### src/rtl/serial_subtractor.sv
// -----------------------------------------------------------------------------
// serial_subtractor
//   Bit-serial unsigned subtractor: diff = a - b (mod 2^WIDTH), one bit per
//   clock, LSB first, with a single borrow flip-flop. start/busy/done handshake.
//   The result is held until the next completion.
//
//   Parameters
//     WIDTH   operand/result width in bits (>= 2)
//
//   Ports
//     clk     in   rising-edge clock
//     rst_n   in   asynchronous active-low reset
//     start   in   request; a/b sampled on the edge where start is accepted
//     a       in   minuend
//     b       in   subtrahend
//     busy    out  high while bits are being processed
//     done    out  one-cycle pulse when diff/borrow have just been updated
//     diff    out  a - b mod 2^WIDTH, held until next completion
//     borrow  out  1 when a < b (unsigned), held with diff
//     ovf     out  two's-complement overflow flag, held with diff
//                  (present only when SERIAL_SUB_OVF_EN is defined)
//
//   Optional feature macro: SERIAL_SUB_OVF_EN
// -----------------------------------------------------------------------------
module serial_subtractor #(
   parameter int WIDTH = 8
) (
   input  logic             clk,
   input  logic             rst_n,
   input  logic             start,
   input  logic [WIDTH-1:0] a,
   input  logic [WIDTH-1:0] b,
   output logic             busy,
   output logic             done,
   output logic [WIDTH-1:0] diff,
   output logic             borrow
`ifdef SERIAL_SUB_OVF_EN
   ,
   output logic             ovf
`endif
);

   localparam int CW = $clog2(WIDTH);
   localparam logic [CW-1:0] LAST = CW'(WIDTH - 1);

   typedef enum logic [1:0] {
      IDLE = 2'd0,
      RUN  = 2'd1,
      DONE = 2'd2
   } state_t;

   state_t state, state_next;

   // a_sr doubles as the result register: each new difference bit enters at
   // the MSB while the consumed minuend bit leaves at the LSB.
   logic [WIDTH-1:0] a_sr;
   logic [WIDTH-1:0] b_sr;
   logic [CW-1:0]    cnt;
   logic             br;

   logic             d;
   logic             br_next;
   logic             last_bit;
   logic             load;

`ifdef SERIAL_SUB_OVF_EN
   logic             a_msb;
   logic             b_msb;
`endif

   // One full-subtractor cell on the current LSBs.
   always_comb begin
      d        = a_sr[0] ^ b_sr[0] ^ br;
      br_next  = (~a_sr[0] & b_sr[0]) | (~(a_sr[0] ^ b_sr[0]) & br);
      last_bit = (cnt == LAST);
      load     = start && ((state == IDLE) || (state == DONE));
   end

   always_ff @(posedge clk or negedge rst_n) begin
      if (!rst_n) begin
         state <= IDLE;
      end else begin
         state <= state_next;
      end
   end

   always_comb begin
      state_next = state;
      case (state)
         IDLE:    if (start) state_next = RUN;
         RUN:     if (last_bit) state_next = DONE;
         DONE:    state_next = start ? RUN : IDLE;
         default: state_next = IDLE;
      endcase
   end

   assign busy = (state == RUN);
   assign done = (state == DONE);

   always_ff @(posedge clk or negedge rst_n) begin
      if (!rst_n) begin
         a_sr   <= '0;
         b_sr   <= '0;
         cnt    <= '0;
         br     <= 1'b0;
         diff   <= '0;
         borrow <= 1'b0;
`ifdef SERIAL_SUB_OVF_EN
         a_msb  <= 1'b0;
         b_msb  <= 1'b0;
         ovf    <= 1'b0;
`endif
      end else if (load) begin
         a_sr  <= a;
         b_sr  <= b;
         cnt   <= '0;
         br    <= 1'b0;
`ifdef SERIAL_SUB_OVF_EN
         a_msb <= a[WIDTH-1];
         b_msb <= b[WIDTH-1];
`endif
      end else if (state == RUN) begin
         a_sr <= {d, a_sr[WIDTH-1:1]};
         b_sr <= b_sr >> 1;
         br   <= br_next;
         cnt  <= cnt + CW'(1);
         if (last_bit) begin
            // d is the result MSB on this final step.
            diff   <= {d, a_sr[WIDTH-1:1]};
            borrow <= br_next;
`ifdef SERIAL_SUB_OVF_EN
            ovf    <= (a_msb != b_msb) && (d != a_msb);
`endif
         end
      end
   end

endmodule
### config.mk
export PLATFORM = sky130hd
export DESIGN_NAME = serial_subtractor
export DESIGN_NICKNAME = d
export VERILOG_FILES = /design/src/rtl/serial_subtractor.sv
export SDC_FILE = /design/constraint.sdc
export NUM_CORES = 1
export LEC_CHECK = 0
export CAP_MARGIN = 10
export CELL_PAD_IN_SITES_DETAIL_PLACEMENT = 0
export CELL_PAD_IN_SITES_GLOBAL_PLACEMENT = 2
export CORE_ASPECT_RATIO = 0.8
export CORE_MARGIN = 1
export CORE_UTILIZATION = 35
export CTS_BUF_LIST = sky130_fd_sc_hd__clkbuf_2 sky130_fd_sc_hd__clkbuf_4 sky130_fd_sc_hd__clkbuf_8
export CTS_CLUSTER_DIAMETER = 200
export DETAILED_ROUTE_END_ITERATION = 7
export PLACE_DENSITY = 0.86
export SYNTH_ARGS = -nofsm -noshare
export SYNTH_HDL_FRONTEND = slang
export SYNTH_SLANG_ARGS = --single-unit
### constraint.sdc
create_clock -name clk -period 1.7 [get_ports clk]
set_input_delay 0.51 -clock clk [delete_from_list [all_inputs] [get_ports clk]]
set_output_delay 0.51 -clock clk [all_outputs]
set_load 0.03 [all_outputs]
==> results of run 1 <==
metrics by stage:
step	power, mW	utilization (%)	hold WS (ns)	cells
6_report	3.57	49.4	0.471	221
3_5_place_dp	3.10	47.4	0.469	213
3_3_place_gp	3.03	47.4	0.460	213
5_1_grt	3.83	49.4	0.499	221
4_1_cts	3.58	49.1	0.478	219
2_1_floorplan	2.60	-	0.214	125
power groups by stage:
stage	Sequential, mW	Clock [mW]	Combinational, mW
2_1_floorplan	1.47	0	1.14
3_3_place_gp	1.33	0	1.71
3_5_place_dp	1.34	0	1.76
4_1_cts	1.33	0.556	1.70
5_1_grt	1.36	0.589	1.88
6_report	1.32	0.549	1.71
final cells by class:
| cell class | count | share of cell area [%] |
|---|---|---|
| multi-input cells | 70 | 30.1 |
| inverters | 18 | 3.46 |
| flip-flops and latches | 31 | 39.8 |
| repair buffers | 41 | 19.3 |
| well taps | 55 | 3.52 |
| clock buffers | 6 | 3.91 |
cells in the mapped netlist:
| cell | count |
|---|---|
| nor2_2 | 1 |
| mux2i_1 | 2 |
| and2b_1 | 3 |
| nand3b_4 | 1 |
| inv_1 | 18 |
| dfrtp_1 | 31 |
| buf_2 | 1 |
| a211oi_1 | 2 |
| o21ai_0 | 8 |
| buf_12 | 1 |
| mux2_2 | 4 |
| ha_1 | 2 |
| buf_4 | 1 |
| buf_6 | 3 |
| or2b_4 | 1 |
| a21oi_1 | 5 |
| o22ai_1 | 4 |
| o21ai_1 | 2 |
| nand2b_4 | 1 |
| a21o_4 | 1 |
| fa_1 | 1 |
| a21oi_2 | 10 |
| a22o_2 | 4 |
| nand2_1 | 9 |
| o22ai_2 | 9 |
logic make-up (layout without fill, tap and decap cells):
| logic type | Yosys count | after routing | share of synthesized area (%) |
|---|---|---|---|
| simple gates | 16 | 16 | 7.18 |
| compound gates | 45 | 45 | 24.7 |
| mux | 6 | 6 | 4.34 |
| buf+inv | 24 | 65 | 8.94 |
| flops | 31 | 31 | 51.8 |
| fa+ha+maj | 3 | 3 | 3.01 |
worst paths after layout:
| check | cells after the start | endpoint | slack [ns] | from |
|---|---|---|---|---|
| hold / removal | 2 | diff[3] | 0.47 | diff[3] |
| max in group asynchronous | 2 | state[0] | 0.93 | rst_n |
| hold reg to reg | 2 | diff[3] | 0.47 | diff[3] |
| setup / recovery | 2 | done | 0.05 | state[0] |
| min in group asynchronous | 2 | diff[7] | 0.59 | rst_n |
| setup reg to reg | 4 | cnt[2] | 0.25 | cnt[0] |
critical path: cells and delay by family, from the launching register on:
kind / cells / cell delay [ns]
AND/OR/NAND/NOR: 1 / 0.22
buffers and inverters: 1 / 0.15
flip-flops: 1 / 0.48
registers in the layout, summed over array words and instances (netlist names):
signal	cells
a_sr	8
b_sr	8
borrow	1
br	1
cnt	3
diff	8
state	2
layout by cell type (no fill, tap or decap):
cell type	synthesis	routed
mux2i_1	2	2
ha_1	2	2
a211oi_1	2	2
a22o_2	4	4
mux2_2	4	4
nor2_2	1	1
o22ai_1	4	4
buf_12	1	1
dfrtp_2	0	1
buf_4	1	13
fa_1	1	1
o22ai_2	9	9
and2b_1	3	3
a21o_4	1	1
a21oi_2	10	10
or2b_4	1	1
dfrtp_1	31	30
inv_1	18	18
o21ai_0	8	8
nand2b_4	1	1
o21ai_1	2	2
nand2_1	9	9
nand3b_4	1	1
clkbuf_8	0	5
clkdlybuf4s50_1	0	18
a21oi_1	5	5
dlygate4sd2_1	0	9
clkbuf_4	0	1
what timing repair did:
item / in CTS / in global routing
endpoints found under the hold margin: 0 / 0
resized for setup: 10 / 0
setup endpoints to repair: 11 / 1
setup buffers: 0 / 2
metal layers:
metal  vias up  wire [microns]  GRT usage (%)
li1        510               -              -
met1       478            1380           19.1
met2        27            1310           23.4
met3         5             162           6.31
met4         0              32           4.76
met5         -               0              0
==> reports/metrics.cfg, run 1 <==
[grt]
antenna_found_initial = 0
grt_max_degree = 32
grt_pass1_vias = 1017
overflow = 0
grt_pass1_wl_microns = 4820
gr-usage-all-layers_pct = 15.0

[placement]
port_buffers = 29
place_area_sq_um = 1870
dpl_worst_slack_ns = -0.0706
dpl.hpwl_microns = 2070
gp_congestion = 0.724

[pwr]
peakVddDrop_v = 0.00111
power_frac_seq_pct = 36.9
power.density_nw_per_um2 = 1830
leakage_nw = 0.930
swShare_pct = 38.9
switchingPower_mw = 1.39
combPwrFrac_pct = 47.8
p_int_mw = 2.18
power_frac_clock_pct = 15.4

[sta]
fin_ws_ns = 0.0535
setup_viol = 0
skew_ns = 0.00481
rsz0062_at_grt = false
timing.setup.tns_ns = 0
finalCritPeriodShare_pct = 96.9
drv_slew = 0
relSlewSlack_pct = 80.0
tightest_slew_ns = 0.301
achievable-frequency_mhz = 607
min_period_ns = 1.65
final_hold_viol_count = 0

[worst_setup_path]
cpPeakStageDelay_ns = 0.48
cp_max_fo = 9
path_cells = and2b_1 -> buf_4
worst_path_max_delay_cell = dfrtp_2
end_kind = output pin
worst_setup_path_start_kind = register
path_class = register to output pin
required_ns = 1.19
arrival_ns = 1.14

[cells_and_area]
nFillCells = 398
stdcell_area_sq_um = 1950
drive_above_1_share_pct = 31.9
multi_input_area_sq_um = 588
final_nets = 189
area_growth_pct = 30.5
seqCellArea_sq_um = 777
n_antenna_cell = 0

[outcome]
outcome = finished clean

[cts]
cts_made_buffers = 5
ctsHoldBuffers = 0
htreeDepth = 2
tritoncts = built
clk_latency_ns = 0.28
clk_transition_reported_paths_ns = 0.06
clockBufferDepth = 2
clkSinkCount = 31
clock-root-buffer = clkbuf_8

[die]
io_pins = 30
fp.dieW_microns = 75.1
floorplan.initialDensity_pct = 37.9
core_sq_um = 3950
die-area_sq_um = 4550
die_h_microns = 60.5
rows = 20

[yosys]
synth.area.top_cells = dfrtp_1 (52%), o22ai_2 (7.5%), a21oi_2 (5.8%), inv_1 (4.5%), mux2_2 (3.0%)
synth_seq_cells = 31
synth.distinct_cells = 25
syn-mean-instance-area_sq_um = 12.0
synthesis.nets = 147
netlist.area_leader.share_pct = 51.8
synth_top_area_cell = dfrtp_1
yosysSeqAreaShare_pct = 51.8
syn_inst = 125
yosys_warnings = 0
netlist_area_sq_um = 1500

[drt]
vias = 1020
ant_nets = 0
viasPerCell = 4.62
wirelength_microns = 2890
post-route-drc-count = 0
dr.pass1.iters = 4
wl_per_cell_microns = 13.1
drtIter0Drc = 49

[worst_hold_path]
worstHoldPathType = register to register

[job]
cap_viol_max_count = 0

No activity file was read; power rests on OpenSTA's default activity.
==> run 2: changes to the inputs <==
--- a/config.mk
+++ b/config.mk
@@ -14,7 +14,7 @@
 export CTS_BUF_LIST = sky130_fd_sc_hd__clkbuf_2 sky130_fd_sc_hd__clkbuf_4 sky130_fd_sc_hd__clkbuf_8
 export CTS_CLUSTER_DIAMETER = 200
 export DETAILED_ROUTE_END_ITERATION = 7
-export PLACE_DENSITY = 0.86
+export PLACE_DENSITY = 0.82
 export SYNTH_ARGS = -nofsm -noshare
 export SYNTH_HDL_FRONTEND = slang
 export SYNTH_SLANG_ARGS = --single-unit
==> run 2 against run 1 <==
Combinational power about the same. Via count shrank 0.29%. Sequential cell count is the same. First-iteration DRC count grew 22%. Clock power up 6.6%. Global-route usage shrank 0.14 points. Clock skew up 0.0023 ns. Final cell count fell by 0.45%. Cell area rose by 0.13%. Worst setup slack hardly changed. Clock-buffer cell count up 1.
==> reports/metrics.cfg, run 2 (synthesis gave the netlist of run 1 again) <==
[outcome]
outcome = finished clean

[cells_and_area]
reg_top3 = a_sr x8, b_sr x8, diff x8
finalNonFillerCells = 220
most-common-layout-cells = dfrtp_1 (30), inv_1 (18), clkdlybuf4s50_1 (18)
n_antenna_cell = 0
fin_util_pct = 49.5
nFillCells = 382
final_nets = 186
drive_above_1_share_pct = 31.5
seqCellArea_sq_um = 777
final_common_cell = dfrtp_1
multi_input_area_sq_um = 588
area_growth_pct = 30.7

[sta]
timing.setup.tns_ns = 0
rsz0062_at_grt = false
min_period_ns = 1.65
fin_ws_ns = 0.0532
final_hold_viol_count = 0
achievable-frequency_mhz = 607
drv_slew = 0
skew_ns = 0.00714
setup_viol = 0
finalCritPeriodShare_pct = 96.9
relSlewSlack_pct = 79.4
tightest_slew_ns = 0.311

[grt]
gr-usage-all-layers_pct = 14.9
grt_max_degree = 32
overflow = 0
grt_pass1_wl_microns = 4750
grt_pass1_vias = 1027
antenna_found_initial = 0

[die]
rows = 20
die_h_microns = 60.5
floorplan.initialDensity_pct = 37.9
io_pins = 30
fp.dieW_microns = 75.1
core_sq_um = 3950
die-area_sq_um = 4550

[worst_setup_path]
rr_worst_depth = 4
r2r_start = cnt[0]
r2r_slack_ns = 0.28
path_cells = and2b_1 -> buf_4
worst_path_max_delay_cell = dfrtp_2
cp_top_family = flip-flops
reg2reg_to = cnt[2]
end_kind = output pin
worst_setup_path_start_kind = register
cpPeakStageDelay_ns = 0.49
required_ns = 1.19
cp_max_fo = 7
arrival_ns = 1.14
path_class = register to output pin
worst-path-buf-inv = 1

[drt]
wl_per_cell_microns = 13.2
post-route-drc-count = 0
wirelength_microns = 2910
dr.pass1.iters = 2
vias = 1017
drtIter0Drc = 60
ant_nets = 0
viasPerCell = 4.62

[cts]
ctsHoldBuffers = 0
clkSinkCount = 31
tritoncts = built
cts_made_buffers = 5
clk_transition_reported_paths_ns = 0.07
clockBufferDepth = 2
post_cts_resized = 10
post-cts-setup-buffers = 0
htreeDepth = 2
clk_latency_ns = 0.28
clock-root-buffer = clkbuf_8

[worst_hold_path]
holdPathEnd = diff[6]
holdCritStartpoint = diff[6]
min_path_cells = 2
worstHoldPathType = register to register

[pwr]
leakage_nw = 0.927
peakVddDrop_v = 0.000940
power.density_nw_per_um2 = 1840

[placement]
port_buffers = 29
gp_congestion = 0.758
dpl.hpwl_microns = 2080
dpl_worst_slack_ns = -0.0648
dpl.cell_count = 212

[job]
cap_viol_max_count = 0

-- run 2: layout make-up --
cell class	instances	area share [%]
Tap cell	55	3.52
Inverter	18	3.45
Clock inverter	1	0.256
Sequential cell	31	39.7
Multi-Input combinational cell	70	30.1
Timing Repair Buffer	38	18.7
Clock buffer	7	4.28
-- run 2: worst max path at each step --
stage | cells after the start | to | start | slack, ns
6_report | 2 | done | state[0] | 0.05
3_3_place_gp | 4 | b_sr[7] | start | -0.06
5_1_grt | 2 | done | state[0] | 0.007
4_1_cts | 3 | busy | state[1] | 0.05
2_1_floorplan | 2 | done | state[0] | 0.26
3_5_place_dp | 4 | b_sr[7] | start | -0.06
-- run 2: worst register-to-register path: cells and delay by family (launching register included) --
family	cells	cell delay [ns]
compound gates	1	0.21
fa+ha+maj	2	0.46
mux	1	0.26
flops	1	0.39
-- run 2: layer usage --
metal	vias to the layer above	wire, microns	track usage (%)
met5	-	0	0
met4	0	62	8.73
met3	8	144	4.49
met2	23	1310	23.0
met1	478	1400	18.6
li1	508	-	-
-- run 2: per-stage QoR --
stage / hold WS (ns) / area (sq um) / total power, mW
2_1_floorplan: 0.214 / 1500 / 2.60
3_3_place_gp: 0.461 / 1880 / 3.06
3_5_place_dp: 0.469 / 1880 / 3.12
4_1_cts: 0.478 / 1960 / 3.65
5_1_grt: 0.505 / 1960 / 3.88
6_report: 0.472 / 1960 / 3.60
-- run 2: report_power, final --
group / switching [mW] / internal, mW / leakage, nW / total (mW)
sequential: 0.230 / 1.09 / 0.367 / 1.32
combinational: 0.898 / 0.796 / 0.511 / 1.69
clock: 0.267 / 0.319 / 0.0491 / 0.585
total: 1.40 / 2.20 / 0.927 / 3.60
==> run 3: changes to the inputs <==
==> constraint.sdc (replaced) <==
create_clock -name clk -period 1.7 [get_ports clk]
set_input_delay 0.51 -clock clk [delete_from_list [all_inputs] [get_ports clk]]
set_output_delay 0.51 -clock clk [all_outputs]
set_load 0.02 [all_outputs]
==> run 3 against run 2 <==
Clock-buffer cell count up 1. Power is 1.2% lower. Non-clock buffer count rose by 3. Via count down 0.49%. Cell area grew 1.0%. Global-route usage fell by 0.67 points. Hold slack got worse by 0.0029 ns. Critical path depth is the same. Maximum frequency grew 4.9%. Critical path type unchanged. Largest cell class unchanged. Largest power group unchanged. Highest routed layer unchanged.
==> reports/metrics.cfg, run 3 (synthesis gave the netlist of run 1 again) <==
[outcome]
outcome = finished clean

[cts]
clock-root-buffer = clkbuf_8
tritoncts = built
clkSinkCount = 31
clockBufferDepth = 2
clk_latency_ns = 0.28
clk_transition_reported_paths_ns = 0.06
htreeDepth = 2
cts_made_buffers = 5

[cells_and_area]
finalNonFillerCells = 223
most-common-layout-cells = dfrtp_1 (30), inv_1 (18), clkdlybuf4s50_1 (18)
reg_top3 = a_sr x8, b_sr x8, diff x8
nFillCells = 394
stdcell_area_sq_um = 1980
n_antenna_cell = 0
final_nets = 189
final_common_cell = dfrtp_1
drive_above_1_share_pct = 32.7
area_growth_pct = 32.0

[drt]
dr.pass1.iters = 4
drtIter0Drc = 24
post-route-drc-count = 0
wl_per_cell_microns = 12.4
ant_nets = 0
wirelength_microns = 2760
vias = 1012
viasPerCell = 4.54

[placement]
port_buffers = 29
place_area_sq_um = 1890
dpl.hpwl_microns = 1990
dpl.cell_count = 214
gp_congestion = 0.752

[worst_setup_path]
cp_max_fo = 4
end_kind = output pin
rr_worst_depth = 4
required_ns = 1.19
worst_setup_path_start_kind = register
path_class = register to output pin
arrival_ns = 1.06

[die]
rows = 20
core_sq_um = 3950
die-area_sq_um = 4550
die_h_microns = 60.5
floorplan.initialDensity_pct = 37.9
fp.dieW_microns = 75.1
io_pins = 30

[pwr]
power_mw = 3.55
power_frac_clock_pct = 18.1
power.density_nw_per_um2 = 1800
leakage_nw = 0.943
power_frac_seq_pct = 36.3
p_int_mw = 2.27
switchingPower_mw = 1.28
peakVddDrop_v = 0.000687
combPwrFrac_pct = 45.6
swShare_pct = 36.1

[grt]
gr-usage-all-layers_pct = 14.2
grt_pass1_wl_microns = 4530
grt_pass1_vias = 977
grt_max_degree = 32
overflow = 0
antenna_found_initial = 0

[sta]
finalCritPeriodShare_pct = 92.3
drv_slew = 0
relSlewSlack_pct = 85.3
achievable-frequency_mhz = 637
rsz0062_at_grt = false
tightest_slew_ns = 0.221
setup_viol = 0
skew_ns = 0.00555
min_period_ns = 1.57
final_hold_viol_count = 0

[job]
cap_viol_max_count = 0

[worst_hold_path]
worstHoldPathType = register to register
min_path_cells = 2

==> run 3: power by group through the flow <==
stage / Clock (mW) / Combinational, mW / Sequential, mW
CTS: 0.674 / 1.64 / 1.30
global route: 0.705 / 1.79 / 1.33
floorplan: 0 / 1.13 / 1.39
detailed placement: 0 / 1.71 / 1.31
finish: 0.645 / 1.62 / 1.29
global placement: 0 / 1.69 / 1.30
==> run 3: final timing paths <==
check,startpoint,end,slack [ns]
max,state[0],done,0.13
min,diff[5],diff[5],0.47
max reg2reg,cnt[0],diff[7],0.28
min reg2reg,diff[5],diff[5],0.47
max in group asynchronous,rst_n,diff[3],0.94
min in group asynchronous,rst_n,cnt[2],0.59
==> run 3: what timing repair did <==
action / 4_1_cts / 5_1_grt
pin swaps: 0 / 0
gates resized for setup: 16 / 2
setup buffers: 0 / 1
hold buffers: 0 / 0
endpoints found under the setup margin: 11 / 2
==> run 3: layout make-up <==
class | instances | area, sq um | share of cell area, %
clock buffer | 8 | 104 | 5.25
timing repair buffer | 41 | 372 | 18.8
multi-input combinational | 70 | 588 | 29.7
sequential | 31 | 777 | 39.3
tap | 55 | 68.8 | 3.48
inverter | 18 | 67.6 | 3.42
==> run 3: stage by stage <==
stage	setup TNS [ns]	setup WS (ns)	hold WS, ns	utilization, %
5_1_grt	0	0.0935	0.489	50.0
3_3_place_gp	-0.329	-0.0604	0.463	47.7
4_1_cts	0	0.00119	0.481	50.1
3_5_place_dp	-0.556	-0.0795	0.470	47.7
6_report	0	0.131	0.469	50.0
2_1_floorplan	0	0.326	0.214	-
==> run 3: worst max-delay path, cell delays in order, from the launching register on <==
cell and delay (ns):
dfrtp_2 0.43, and2b_1 0.19, buf_2 0.15
==> run 3: layer usage <==
layer / routed length, microns / vias to the layer above / global-route usage (%)
li1: - / 514 / -
met1: 1340 / 468 / 17.9
met2: 1200 / 23 / 22.3
met3: 152 / 7 / 4.98
met4: 55 / 0 / 6.35
met5: 0 / - / 0
